$ cat config.mk
export PLATFORM = sky130hd
export DESIGN_NAME = acc_core_p_flat
export DESIGN_NICKNAME = d
export VERILOG_FILES = /design/src/rtl/acc_core_pkg.sv /design/src/rtl/acc_core_p_if.sv /design/src/rtl/acc_core_alu.sv /design/src/rtl/acc_core_p.sv /design/src/flat_wrapper.sv
export SDC_FILE = /design/constraint.sdc
export NUM_CORES = 1
export LEC_CHECK = 0
export BUFFER_PORTS_ARGS = -buffer_cell sky130_fd_sc_hd__buf_2
export CAP_MARGIN = 15
export CORE_MARGIN = 4
export CORE_UTILIZATION = 58
export CTS_CLUSTER_SIZE = 30
export DETAILED_ROUTE_END_ITERATION = 12
export PLACE_DENSITY = 0.79
export SETUP_SLACK_MARGIN = 0.4
export SLEW_MARGIN = 10
export SYNTH_ARGS = -nofsm -noshare
export SYNTH_HDL_FRONTEND = slang
export SYNTH_SLANG_ARGS = --single-unit
$ cat constraint.sdc
create_clock -name CLK -period 3.3 [get_ports CLK]
set_clock_uncertainty 0.05 [all_clocks]
set_input_delay 0.495 -clock CLK [delete_from_list [all_inputs] [get_ports CLK]]
set_output_delay 0.495 -clock CLK [all_outputs]
set_load 0.01 [all_outputs]
$ cat src/rtl/acc_core_pkg.sv
// Shared opcode definitions and instruction decode for the parametrised accumulator core.
package acc_core_pkg;

    typedef enum logic [3:0] {
        OP_ADD, OP_ADC, OP_NAND, OP_XOR,
        OP_ADDI, OP_NANDI, OP_XORI,
        OP_LOAD, OP_STORE, OP_BR, OP_NOP
    } op_e;

    localparam logic [3:0] F_ADD   = 4'b0000;
    localparam logic [3:0] F_ADC   = 4'b0001;
    localparam logic [3:0] F_NAND  = 4'b0010;
    localparam logic [3:0] F_XOR   = 4'b0100;
    localparam logic [3:0] F_LOAD  = 4'b1110;
    localparam logic [3:0] F_STORE = 4'b1111;
    localparam logic [2:0] F_ADDI  = 3'b100;
    localparam logic [2:0] F_NANDI = 3'b101;
    localparam logic [2:0] F_XORI  = 3'b110;

    // Immediate forms are matched on f[6:4] first; everything else falls to the f[6:3] table.
    function automatic op_e decode(input logic br, input logic [6:0] f);
        op_e op;
        op = OP_NOP;
        if (br) begin
            op = OP_BR;
        end else begin
            case (f[6:4])
                F_ADDI:  op = OP_ADDI;
                F_NANDI: op = OP_NANDI;
                F_XORI:  op = OP_XORI;
                default: begin
                    case (f[6:3])
                        F_ADD:   op = OP_ADD;
                        F_ADC:   op = OP_ADC;
                        F_NAND:  op = OP_NAND;
                        F_XOR:   op = OP_XOR;
                        F_LOAD:  op = OP_LOAD;
                        F_STORE: op = OP_STORE;
                        default: op = OP_NOP;
                    endcase
                end
            endcase
        end
        return op;
    endfunction

endpackage

$ cat src/rtl/acc_core_p_if.sv
// Fetch and I/O bundle between the core, the instruction ROM and the port pins.
interface acc_core_p_if #(
    parameter int DATA_W = 4,
    parameter int PC_W   = 7
);
    logic              IVALID;
    logic [PC_W:0]     INSTR;
    logic [DATA_W-1:0] IPORT;
    logic [DATA_W-1:0] OPORT;
    logic [PC_W-1:0]   PC;

    modport master (input IVALID, input INSTR, input IPORT, output OPORT, output PC);
    modport slave  (output IVALID, output INSTR, output IPORT, input OPORT, input PC);
endinterface

$ cat src/rtl/acc_core_alu.sv
// Combinational ALU: result and carry for one decoded operation.
module acc_core_alu
    import acc_core_pkg::*;
#(
    parameter int DATA_W = 4
) (
    input  op_e               op_i,
    input  logic [DATA_W-1:0] a_i,
    input  logic [DATA_W-1:0] operand_i,
    input  logic              c_i,
    output logic [DATA_W-1:0] res_o,
    output logic              c_o
);

    logic [DATA_W:0] sum_s;

    // Result select; operations that are not additions pass the carry through.
    always_comb begin
        sum_s = {1'b0, a_i} + {1'b0, operand_i}
              + {{DATA_W{1'b0}}, ((op_i == OP_ADC) ? c_i : 1'b0)};
        res_o = a_i;
        c_o   = c_i;
        case (op_i)
            OP_ADD, OP_ADC, OP_ADDI: begin
                res_o = sum_s[DATA_W-1:0];
                c_o   = sum_s[DATA_W];
            end
            OP_NAND, OP_NANDI: res_o = ~(a_i & operand_i);
            OP_XOR, OP_XORI:   res_o = a_i ^ operand_i;
            OP_LOAD:           res_o = operand_i;
            default: begin
                res_o = a_i;
                c_o   = c_i;
            end
        endcase
    end

endmodule

$ cat src/rtl/acc_core_p.sv
// Single-issue accumulator core: holds PC, A, C, OPORT and r2..r7, executes one instruction per valid cycle.
module acc_core_p
    import acc_core_pkg::*;
#(
    parameter int DATA_W  = 4,
    parameter int PC_W    = 7,
    parameter int BR_COND = 0
) (
    input  logic         CLK,
    input  logic         RST,
    acc_core_p_if.master bus
);

    logic [DATA_W-1:0] a_q, a_d;
    logic              c_q, c_d;
    logic [DATA_W-1:0] oport_q, oport_d;
    logic [PC_W-1:0]   pc_q, pc_d;
    logic [DATA_W-1:0] regs_q [2:7];

    op_e               op_s;
    logic [2:0]        rrr_s;
    logic [DATA_W-1:0] imm_s;
    logic [DATA_W-1:0] rval_s;
    logic [DATA_W-1:0] operand_s;
    logic [DATA_W-1:0] alu_res_s;
    logic              alu_c_s;
    logic              br_cond_s;
    logic              reg_we_s;

    assign op_s      = decode(bus.INSTR[PC_W], bus.INSTR[6:0]);
    assign rrr_s     = bus.INSTR[2:0];
    assign imm_s     = DATA_W'(bus.INSTR[3:0]);
    assign br_cond_s = (BR_COND != 0) ? c_q : a_q[DATA_W-1];

    // Register-file read (r0 is the live input port) and immediate/register operand select.
    always_comb begin
        rval_s = '0;
        case (rrr_s)
            3'd0:    rval_s = bus.IPORT;
            3'd1:    rval_s = oport_q;
            default: rval_s = regs_q[rrr_s];
        endcase
        if ((op_s == OP_ADDI) || (op_s == OP_NANDI) || (op_s == OP_XORI)) begin
            operand_s = imm_s;
        end else begin
            operand_s = rval_s;
        end
    end

    acc_core_alu #(.DATA_W(DATA_W)) u_alu (
        .op_i      (op_s),
        .a_i       (a_q),
        .operand_i (operand_s),
        .c_i       (c_q),
        .res_o     (alu_res_s),
        .c_o       (alu_c_s)
    );

    // Next-state for PC, accumulator, carry, output port and register write enable.
    always_comb begin
        a_d      = alu_res_s;
        c_d      = alu_c_s;
        oport_d  = oport_q;
        pc_d     = pc_q + PC_W'(1);
        reg_we_s = 1'b0;
        case (op_s)
            OP_BR: begin
                if (br_cond_s) begin
                    pc_d = bus.INSTR[PC_W-1:0];
                end else begin
                    pc_d = pc_q + PC_W'(1);
                end
            end
            OP_STORE: begin
                if (rrr_s == 3'd1) begin
                    oport_d = a_q;
                end else if (rrr_s != 3'd0) begin
                    reg_we_s = 1'b1;
                end else begin
                    reg_we_s = 1'b0;
                end
            end
            default: reg_we_s = 1'b0;
        endcase
    end

    // Architectural state; a low IVALID freezes everything.
    always_ff @(posedge CLK) begin
        if (RST) begin
            a_q     <= '0;
            c_q     <= 1'b0;
            oport_q <= '0;
            pc_q    <= '0;
        end else if (bus.IVALID) begin
            a_q     <= a_d;
            c_q     <= c_d;
            oport_q <= oport_d;
            pc_q    <= pc_d;
        end
    end

    // General registers r2..r7.
    always_ff @(posedge CLK) begin
        if (RST) begin
            for (int i = 2; i < 8; i++) begin
                regs_q[i] <= '0;
            end
        end else if (bus.IVALID && reg_we_s) begin
            regs_q[rrr_s] <= a_q;
        end
    end

    assign bus.PC    = pc_q;
    assign bus.OPORT = oport_q;

endmodule

$ cat src/flat_wrapper.sv
// flat-port wrapper written by rule: the top's interface ports become plain ports
module acc_core_p_flat import acc_core_pkg::*;
#(
    parameter int DATA_W  = 4,
    parameter int PC_W    = 7,
    parameter int BR_COND = 0
)
  (CLK, RST, bus_IVALID, bus_INSTR, bus_IPORT, bus_OPORT, bus_PC);
  acc_core_p_if #(.DATA_W(DATA_W), .PC_W(PC_W)) bus_i ();
  input  logic CLK;
  input  logic RST;
  input wire logic [$bits(bus_i.IVALID)-1:0] bus_IVALID;
  input wire logic [$bits(bus_i.INSTR)-1:0] bus_INSTR;
  input wire logic [$bits(bus_i.IPORT)-1:0] bus_IPORT;
  output wire logic [$bits(bus_i.OPORT)-1:0] bus_OPORT;
  output wire logic [$bits(bus_i.PC)-1:0] bus_PC;
  assign bus_i.IVALID = bus_IVALID;
  assign bus_i.INSTR = bus_INSTR;
  assign bus_i.IPORT = bus_IPORT;
  assign bus_OPORT = bus_i.OPORT;
  assign bus_PC = bus_i.PC;
  acc_core_p #(.DATA_W(DATA_W), .PC_W(PC_W), .BR_COND(BR_COND)) u_core (.CLK(CLK), .RST(RST), .bus(bus_i));
endmodule
==> reports/metrics.cfg, run 1 <==
[global_route]
grt_max_degree = 29
grt_first_pass_wirelength_um = 9142
grt_overflow = 0
antenna_found_initial = 0
grt_pass1_vias = 1896
grt_use_total_pct = 22.66

[logic_synthesis]
seq_area_frac_synth_pct = 42.21
synth_edf_count = 24
async_flop_share_pct = 0
synthCells = 248
syn_avg_cell_area_um2 = 9.944
synth.largest_area_cell = edfxtp_1
ys_warn_count = 0
ys_ff_latch = 40
syn_area_um2 = 2466
synth-main-ff-cell = edfxtp_1
netlist.area_leader.share_pct = 29.22
synth_nets = 270
ys_types = 51
ys_top_cells_by_area = edfxtp_1, dfxtp_1, and2_1

[placement]
io_buffers = 25
place_inst = 307
gp_congestion = 0.9320
dp_hpwl_um = 3933

[power_and_ir_drop]
pwr_density_cell_nw_per_um2 = 393.5
p_leak_nw = 1.022
peakVddDrop_uv = 281.1

[routing]
first_pass_iters = 5
wirelength_um = 5525
num_vias = 1965
final_antenna_net_count = 0
vias_per_cell = 6.238
wl_per_cell_um = 17.54
drc_errors = 0
drt-initial-drc-count = 180

[sta]
hold_violations = 0
maxSlewViolCount = 0
finalCritPeriodShare_pct = 84.76
fmax_ghz = 0.3575
hold_slack_ns = 0.4664
max_slew_margin_pct = 51.46
finalSetupTns_ns = 0
worstMarginPinSlew_ns = 0.7098
setup_violations = 0
rsz0062_at_grt = no
min_period_ns = 2.797

[clocking]
cts_max_level = 2
cts_tree = yes
cts_setup_buffers = 0
ctsResizeCount = 0
cts_sinks = 40
cts_made_buffers = 5
insertion_delay_ns = 0.29
cts-root-buf = clkbuf_8
cts.path.max_buffers = 2
holdBufCountCts = 0
clkTransAtPathRegs_ns = 0.08

[critical_path]
critPathTopFamily = adder cells
path_common_cell = fa_2
end_kind = flop
max_stage_delay_ns = 0.45
path_buf_inv = 2
crit_type = in2reg
worstPathMaxFanout = 11
cp-start-kind = input port
required_ns = 3.45
worstPathCellList = buf_2 -> and2_2 -> or3_1 -> a31oi_2 -> inv_1 -> fa_2 -> fa_2 -> xor2_1 -> a2111oi_2
arrival_ns = 2.95
slowest_stage = or3_1

[floorplan]
die_y_um = 73.21
fp-row-count = 23
start_util_pct = 60.78
dieArea_um2 = 5359
die-width_um = 73.21
ios = 26
core_um2 = 4058

[cells_and_area]
final_cells = 315
diodes = 0
syn_to_final_growth_pct = 8.524
drive_gt1_share_pct = 22.26
fin_util_pct = 65.96
layout.nets = 286

[worst_hold_path]
worst_hold_path_type = reg2reg

[flow_run]
max-cap-violations = 0

[run_status]
outcome = finished, final reports clean

[state kept, by name, indices dropped and copies added (netlist names)]
| signal | count |
|---|---|
| u_core.bus.PC | 7 |
| u_core.c_q | 1 |
| u_core.bus.OPORT | 4 |
| u_core.regs_q | 24 |
| u_core.a_q | 4 |
[cell type report]
cell class	count	area, um^2
inverter	5	18.77
timing repair buffer	25	127.6
fill	315	1381
multi-input combinational	187	1345
tap	50	62.56
clock buffer	7	76.32
sequential	40	1041
clock inverter	1	5.005
[cell usage after synthesis, drive strengths merged (2+ instances only)]
library cell	number
nor2	25
edfxtp	24
and2	20
dfxtp	16
nand2	14
a211oi	10
buf	10
o21ai	10
nor3	9
and3	8
mux2i	8
nand2b	7
o22ai	7
or2	7
clkbuf	6
mux2	6
a22oi	5
ha	5
inv	5
nor2b	5
nor4	5
a22o	4
nor3b	3
a2111oi	2
a21o	2
a21oi	2
a221oi	2
fa	2
mux4	2
o32ai	2
xor2	2
[worst register-to-register path, cell delays in order, from the launching register on]
cell and delay, ns:
edfxtp_1 0.38, mux2_2 0.28, o22ai_1 0.17, a211oi_1 0.12, mux2_2 0.29, ha_1 0.37, nand2_1 0.08, o21ai_0 0.22
xor2_1 0.17, o22ai_1 0.08, nor3_1 0.18
[cells in the final DEF, fill, tap and decap left out, types with 5 or more instances in the layout]
master,n
a22oi_1,5
nor2_1,25
nor4_1,5
and3_1,7
mux2i_1,8
nor3_1,7
o22ai_1,7
buf_2,24
or2_2,6
nor2b_1,5
and2_1,19
a211oi_1,9
o21ai_0,10
nand2_1,14
dfxtp_1,16
clkbuf_8,5
ha_1,5
nand2b_1,7
inv_1,5
edfxtp_1,24
mux2_2,6
[worst paths after layout]
| check | from | end | slack, ns | cells after the start |
|---|---|---|---|---|
| max | bus_INSTR[5] | u_core.a_q[2]$_SDFFE_PP0P_ | 0.50 | 9 |
| min | u_core.c_q$_SDFFE_PP0P_ | u_core.c_q$_SDFFE_PP0P_ | 0.47 | 2 |
| max reg2reg | u_core.regs_q[6][2]$_SDFFCE_PN0P_ | u_core.a_q[3]$_SDFFE_PP0P_ | 0.83 | 10 |
| min reg2reg | u_core.c_q$_SDFFE_PP0P_ | u_core.c_q$_SDFFE_PP0P_ | 0.47 | 2 |
[stage by stage]
stage	cell area, um^2	setup slack, ns	total power, mW
3_5_place_dp	2592	0.2432	0.7434
2_1_floorplan	2487	0.4064	0.6969
5_1_grt	2676	0.4064	1.102
6_report	2676	0.5028	1.053
4_1_cts	2674	0.5322	1.056
3_3_place_gp	2592	0.3210	0.7389
[report_power, final]
| group | switching, mW | internal, mW |
|---|---|---|
| clock network | 0.169 | 0.149 |
| registers | 0.0161 | 0.544 |
| logic | 0.104 | 0.0717 |
| total | 0.289 | 0.764 |
[metal layers]
layer  GRT usage, %  wire length [um]
met5              0                 0
met4          7.787               121
met3          3.857               393
met2          39.13              2792
met1          28.46              2217
[kinds of logic (layout without fill, tap and decap cells)]
group                      Yosys count  in the layout  synth area share (%)
and+or+nand+nor                    110            110                 25.47
AOI/OAI and AO/OA                   51             51                 15.47
DFF                                 40             40                 42.21
buffers and inverters               21             38                 3.704
muxes                               16             16                 7.813
adders and majority gates            8              8                 4.617
xor gates and xnor gates             2              2                0.7104
Note: power is estimated with default switching activity, not from simulation.
==> inputs of run 2 (changes only) <==
Settings changed: CORE_UTILIZATION 58 to 52, PLACE_DENSITY 0.79 to 0.75.
Clock period 3.3 ns to 2.5 ns, I/O delays scaled along.
==> run 2 against run 1 <==
Sequential cell count is the same. Non-clock buffer count grew 37. Sequential share of layout area shrank 5.0 points. Cell count grew 12%. First-iteration DRC count shrank 8.9%. Global-route usage shrank 0.17 points. Combinational power grew 77%. Largest power group unchanged. Setup slack lost 0.31 ns. Via count grew 8.5%. Wire length grew 17%. Die area grew 10%.
==> reports/metrics.cfg, run 2 (synthesis results as in run 1) <==
[placement]
dp_hpwl_um = 4604  ; was 3933 um
io_buffers = 25  ; unchanged
gp_congestion = 0.9110  ; was 0.9320

[clocking]
clkTransAtPathRegs_ns = 0.08  ; about the same
cts_made_buffers = 5  ; unchanged
cts-root-buf = clkbuf_8  ; unchanged
cts_sinks = 40  ; unchanged
cts.path.max_buffers = 2  ; unchanged
holdBufCountCts = 0  ; unchanged
insertion_delay_ns = 0.30  ; was 0.29 ns
cts_tree = yes  ; unchanged
cts_max_level = 2  ; unchanged

[routing]
num_vias = 2132  ; was 1,965
final_antenna_net_count = 0  ; unchanged
wirelength_um = 6458  ; was 5525 um
drc_errors = 0  ; unchanged
first_pass_iters = 4  ; was 5
wl_per_cell_um = 18.24  ; was 17.54 um
drt-initial-drc-count = 164  ; was 180
vias_per_cell = 6.023  ; was 6.238

[floorplan]
fp-row-count = 24  ; was 23
core_um2 = 4474  ; was 4058 um^2
start_util_pct = 55.12  ; was 60.78%
die_y_um = 76.87  ; was 73.21 um
die-width_um = 76.87  ; was 73.21 um
ios = 26  ; unchanged
dieArea_um2 = 5908  ; was 5359 um^2

[cells_and_area]
layout.nets = 323  ; was 286
largest_reg_flops = 24  ; unchanged
layout_common_cells = buf_4, nor2_1, edfxtp_1  ; was nor2_1, buf_2, edfxtp_1
syn_to_final_growth_pct = 24.61  ; was 8.524%
top_register = u_core.regs_q  ; unchanged
final_common_cell = buf_4  ; was nor2_1
drive_gt1_share_pct = 37.75  ; was 22.26%
diodes = 0  ; unchanged

[critical_path]
arrival_ns = 2.45  ; was 2.95 ns
slowest_stage = fa_2  ; was or3_1
path_common_cell = fa_2  ; unchanged
required_ns = 2.64  ; was 3.45 ns
cp-start-kind = flop  ; was input port
worstPathCellList = mux4_2 -> nand2_2 -> a31oi_4 -> inv_2 -> fa_2 -> fa_2 -> nor2_1 -> a211oi_1 -> nor3_1  ; was buf_2 -> and2_2 -> or3_1 -> a31oi_2 -> inv_1 -> fa_2 -> fa_2 -> xor2_1 -> a2111oi_2
end_kind = flop  ; unchanged
crit_type = reg2reg  ; was in2reg
max_stage_delay_ns = 0.53  ; was 0.45 ns
worstPathMaxFanout = 2  ; was 11

[power_and_ir_drop]
peakVddDrop_uv = 409.8  ; was 281.1 uV
switchingPower_mw = 0.4251  ; was 0.2886 mW
p_leak_nw = 1.231  ; was 1.022 nW
power_mw = 1.487  ; was 1.053 mW
power_frac_comb_pct = 21.0  ; was 16.7%
clockPowerShare_pct = 29.3  ; was 30.1%
power.share.sequential_pct = 49.7  ; was 53.2%
swShare_pct = 28.58  ; was 27.41%
pwr_density_cell_nw_per_um2 = 484.0  ; was 393.5 nW/um^2
internal_power_mw = 1.062  ; was 0.7644 mW

[sta]
min_period_ns = 2.311
rsz0062_at_grt = yes  ; was no
finalCritPeriodShare_pct = 92.43
maxSlewViolCount = 0  ; unchanged
hold_violations = 0  ; unchanged
setup_violations = 0  ; unchanged
fmax_ghz = 0.4328
finalSetupTns_ns = 0  ; unchanged
max_slew_margin_pct = 63.32  ; was 51.46%
worstMarginPinSlew_ns = 0.5502  ; was 0.7098 ns

[global_route]
grt_use_total_pct = 22.50  ; was 22.66%
grt_pass1_vias = 2139  ; was 1,896
grt_max_degree = 21  ; was 29
grt_overflow = 0  ; unchanged
antenna_found_initial = 0  ; unchanged
grt_first_pass_wirelength_um = 10520  ; was 9142 um

[worst_hold_path]
worst_hold_path_type = in2reg  ; was reg2reg

[flow_run]
max-cap-violations = 0  ; unchanged

[run_status]
outcome = finished, final reports clean  ; unchanged

-- run 2: per-layer routing --
metal	vias to the layer above	part of all wire [%]	wire length (um)	track usage, %
met2	79	48	3077	37.72
met3	12	6.7	432	4.684
met5	-	0	0	0
li1	1017	-	-	-
met1	1024	44	2843	28.78
met4	0	1.6	105	7.609
-- run 2: power groups by stage --
stage	logic, mW	clock network [mW]	registers (mW)
6_report	0.312	0.436	0.740
5_1_grt	0.340	0.470	0.742
4_1_cts	0.297	0.436	0.740
3_5_place_dp	0.278	0	0.754
3_3_place_gp	0.272	0	0.754
2_1_floorplan	0.182	0	0.748
-- run 2: metrics by stage --
step	utilization [%]	hold WS (ns)	std cells	worst slack [ns]	instance area (um^2)
4_1_cts	67.87	0.3967	353	0.1827	3037
6_report	68.68	0.4102	354	0.1892	3073
3_3_place_gp	64.21	0.4517	343	-0.1600	2873
2_1_floorplan	-	0.4280	248	-0.2359	2526
5_1_grt	68.68	0.4167	354	0.1014	3073
3_5_place_dp	64.21	0.4598	343	-0.2161	2873
-- run 2: critical path, delay by kind of cell, from the launching register on --
family	cells	cell delay, ns
simple gates	3	0.21
fa+ha+maj	2	0.88
buf+inv	1	0.06
compound gates	2	0.39
mux	1	0.26
flops	1	0.35
-- run 2: timing repair --
item                                   CTS  global route
setup buffers                            2             1
gates resized for setup                 16             4
gates cloned                             0             0
endpoints found under the hold margin    0             0
setup endpoints to repair                5             5
pin swaps                                7             5
-- run 2: layout make-up --
type	count	area, um^2
inverter	5	18.77
tap	52	65.06
multi-input combinational	187	1444
clock inverter	3	18.77
clock buffer	5	68.82
fill	347	1401
timing repair buffer	62	415.4
sequential	40	1042
-- run 2: worst paths after layout --
kind                                                       start                          endpoint  slack (ns)  cells past startpoint
worst max-delay path            u_core.bus.OPORT[0]$_SDFFE_PP0P_        u_core.a_q[1]$_SDFFE_PP0P_        0.19                      9
worst min-delay path                                         RST  u_core.bus.OPORT[3]$_SDFFE_PP0P_        0.41                      2
worst min register to register           u_core.c_q$_SDFFE_PP0P_           u_core.c_q$_SDFFE_PP0P_        0.48                      2
worst max register to register  u_core.bus.OPORT[0]$_SDFFE_PP0P_        u_core.a_q[1]$_SDFFE_PP0P_        0.19                      9
==> inputs of run 3 (changes only) <==
--- a/config.mk
+++ b/config.mk
@@ -8,4 +8,5 @@
 export BUFFER_PORTS_ARGS = -buffer_cell sky130_fd_sc_hd__buf_2
 export CAP_MARGIN = 15
+export CORE_ASPECT_RATIO = 1.75
 export CORE_MARGIN = 4
 export CORE_UTILIZATION = 52
==> constraint.sdc (replaced) <==
create_clock -name CLK -period 2.5 [get_ports CLK]
set_clock_uncertainty 0.05 [all_clocks]
set_input_delay 0.75 -clock CLK [delete_from_list [all_inputs] [get_ports CLK]]
set_output_delay 0.75 -clock CLK [all_outputs]
set_load 0.01 [all_outputs]
==> run 3 against run 2 <==
The flow now finishes with violations (negative setup slack). Register-to-register slack got worse by 0.05 ns. Fmax fell by 13%. Count of clock-buffer cells in the layout increased by 1. Clock power is 3% lower. Core utilization rose by 5.5 points. Non-clock buffer count grew 13. Global-route usage increased by 2.0 points. Highest routed layer unchanged.
==> reports/metrics.cfg, run 3 (synthesis results as in run 1) <==
[floorplan]
ios = 26  ; unchanged
die-width_um = 60.06  ; was 76.87 um
start_util_pct = 54.99  ; was 55.12%
fp-row-count = 32  ; was 24
die_y_um = 99.10  ; was 76.87 um
core_um2 = 4484  ; was 4474 um^2
dieArea_um2 = 5951  ; was 5908 um^2

[sta]
hold_violations = 0  ; unchanged
finalSetupTns_ns = -0.4669  ; was 0 ns
setup_violations = 4  ; was 0
fin_ws_ns = -0.1695  ; was 0.1892 ns
max_slew_margin_pct = 60.55  ; was 63.32%
finalCritPeriodShare_pct = 106.8  ; was 92.43%
worstMarginPinSlew_ns = 0.5918  ; was 0.5502 ns
fmax_ghz = 0.3746  ; was 0.4328 GHz
maxSlewViolCount = 0  ; unchanged
rsz0062_at_grt = yes  ; unchanged
min_period_ns = 2.669  ; was 2.311 ns

[power_and_ir_drop]
p_leak_nw = 1.333  ; was 1.231 nW
internal_power_mw = 1.094  ; was 1.062 mW
pwr_density_cell_nw_per_um2 = 461.7  ; was 484.0 nW/um^2
peakVddDrop_uv = 395.2  ; was 409.8 uV
power_frac_comb_pct = 24.3  ; was 21.0%
switchingPower_mw = 0.4423  ; was 0.4251 mW
power.share.sequential_pct = 48.0  ; was 49.7%
swShare_pct = 28.78  ; was 28.58%
clockPowerShare_pct = 27.7  ; was 29.3%

[placement]
dp_hpwl_um = 5074  ; was 4604 um
post-place-ws_ns = -0.6686  ; was -0.2161 ns
dpl_cell_area_um2 = 2973  ; was 2873 um^2
io_buffers = 25  ; unchanged
gp_congestion = 0.9201  ; was 0.9110

[critical_path]
arrival_ns = 2.80  ; was 2.45 ns
r2r_cells = 9  ; unchanged
cp-start-kind = input port  ; was flop
end_kind = flop  ; unchanged
required_ns = 2.63  ; was 2.64 ns
worstPathMaxFanout = 2  ; unchanged
crit_type = in2reg  ; was reg2reg

[cells_and_area]
layout.nets = 336  ; was 323
top_register = u_core.regs_q  ; unchanged
finish.instance_area_um2 = 3328  ; was 3073 um^2
final_common_cell = buf_4  ; unchanged
nFillCells = 313  ; was 347
syn_to_final_growth_pct = 34.96  ; was 24.61%
drive_gt1_share_pct = 44.44  ; was 37.75%
fin_util_pct = 74.22  ; was 68.68%
diodes = 0  ; unchanged
layout_common_cells = buf_4, edfxtp_1, nor2_1  ; was buf_4, nor2_1, edfxtp_1
largest_reg_flops = 24  ; unchanged

[global_route]
use_met3_pct = 2.597  ; was 4.684%
grt_first_pass_wirelength_um = 10850  ; was 10,520 um
antenna_found_initial = 0  ; unchanged
globalRoute.busiestLayer = met2  ; unchanged
grt_max_degree = 19  ; was 21
grt_use_total_pct = 24.46  ; was 22.50%
grt_pass1_vias = 2304  ; was 2,139
grt_overflow = 0  ; unchanged
met1_usage_pct = 25.10  ; was 28.78%
grt_use_met2_pct = 43.92  ; was 37.72%

[clocking]
cts_made_buffers = 5  ; unchanged
cts_max_level = 2  ; unchanged
cts.path.max_buffers = 2  ; unchanged
insertion_delay_ns = 0.30  ; about the same
clkTransAtPathRegs_ns = 0.08  ; about the same
cts-root-buf = clkbuf_8  ; unchanged
holdBufCountCts = 0  ; unchanged
cts_sinks = 40  ; unchanged
cts_tree = yes  ; unchanged

[routing]
final_antenna_net_count = 0  ; unchanged
wirelength_um = 7029  ; was 6458 um
vias_per_cell = 5.943  ; was 6.023
wl_per_cell_um = 19.20  ; was 18.24 um
first_pass_iters = 4  ; unchanged
drt-initial-drc-count = 62  ; was 164
drc_errors = 0  ; unchanged
num_vias = 2175  ; was 2,132

[run_status]
outcome = finished, violations left  ; was finished, final reports clean
violations = negative setup slack

[worst_hold_path]
hold_path_depth = 2  ; unchanged
worst_hold_path_type = reg2reg  ; was in2reg

[flow_run]
max-cap-violations = 0  ; unchanged

[run 3: final timing paths]
path                                   endpoint  slack, ns                               from
setup reg to reg     u_core.a_q[1]$_SDFFE_PP0P_       0.14  u_core.regs_q[7][0]$_SDFFCE_PN0P_
hold / removal    u_core.bus.PC[1]$_SDFFE_PP0P_       0.48      u_core.bus.PC[1]$_SDFFE_PP0P_
hold reg to reg   u_core.bus.PC[1]$_SDFFE_PP0P_       0.48      u_core.bus.PC[1]$_SDFFE_PP0P_
setup / recovery     u_core.a_q[1]$_SDFFE_PP0P_      -0.17                       bus_INSTR[5]
[run 3: cell type report]
| class | count | area [um^2] | area share, % |
|---|---|---|---|
| Clock buffer | 6 | 72.57 | 2.180 |
| Clock inverter | 2 | 11.26 | 0.3383 |
| Inverter | 5 | 18.77 | 0.5639 |
| Multi-Input combinational cell | 187 | 1569 | 47.14 |
| Sequential cell | 40 | 1041 | 31.28 |
| Tap cell | 51 | 63.81 | 1.917 |
| Timing Repair Buffer | 75 | 551.8 | 16.58 |
[run 3: power groups by stage]
stage	registers (mW)	logic (mW)	clock network (mW)
floorplan	0.748	0.184	0
global placement	0.751	0.298	0
detailed placement	0.751	0.301	0
CTS	0.737	0.334	0.423
global route	0.739	0.403	0.450
finish	0.737	0.374	0.425
[run 3: metrics by stage]
| step | power (mW) | instances | hold slack (ns) |
|---|---|---|---|
| floorplan | 0.9317 | 248 | 0.4280 |
| global placement | 1.049 | 353 | 0.4504 |
| detailed placement | 1.053 | 353 | 0.4569 |
| CTS | 1.494 | 363 | 0.4715 |
| global route | 1.593 | 366 | 0.5075 |
| finish | 1.537 | 366 | 0.4844 |
[run 3: worst max-delay path: stages]
cell and delay (ns):
buf_6 0.09, and2_4 0.15, or3_4 0.35, a31oi_4 0.16, inv_2 0.08, fa_2 0.38
fa_2 0.55, nor2_2 0.04, a211oi_2 0.18, nor3_1 0.07
[run 3: what timing repair did]
item                                   in CTS  in global routing
resized for setup                          25                 24
cloned                                      0                  0
endpoints found under the hold margin       0                  0
setup buffers                               2                  3
pin swaps                                  11                 16
setup endpoints to repair                  18                 26
[run 3: metal layers]
metal / vias to the layer above / share of wire, %
met5: - / 0
met4: 0 / 6.7
met3: 32 / 3.1
met2: 67 / 55
met1: 1035 / 36
li1: 1041 / -
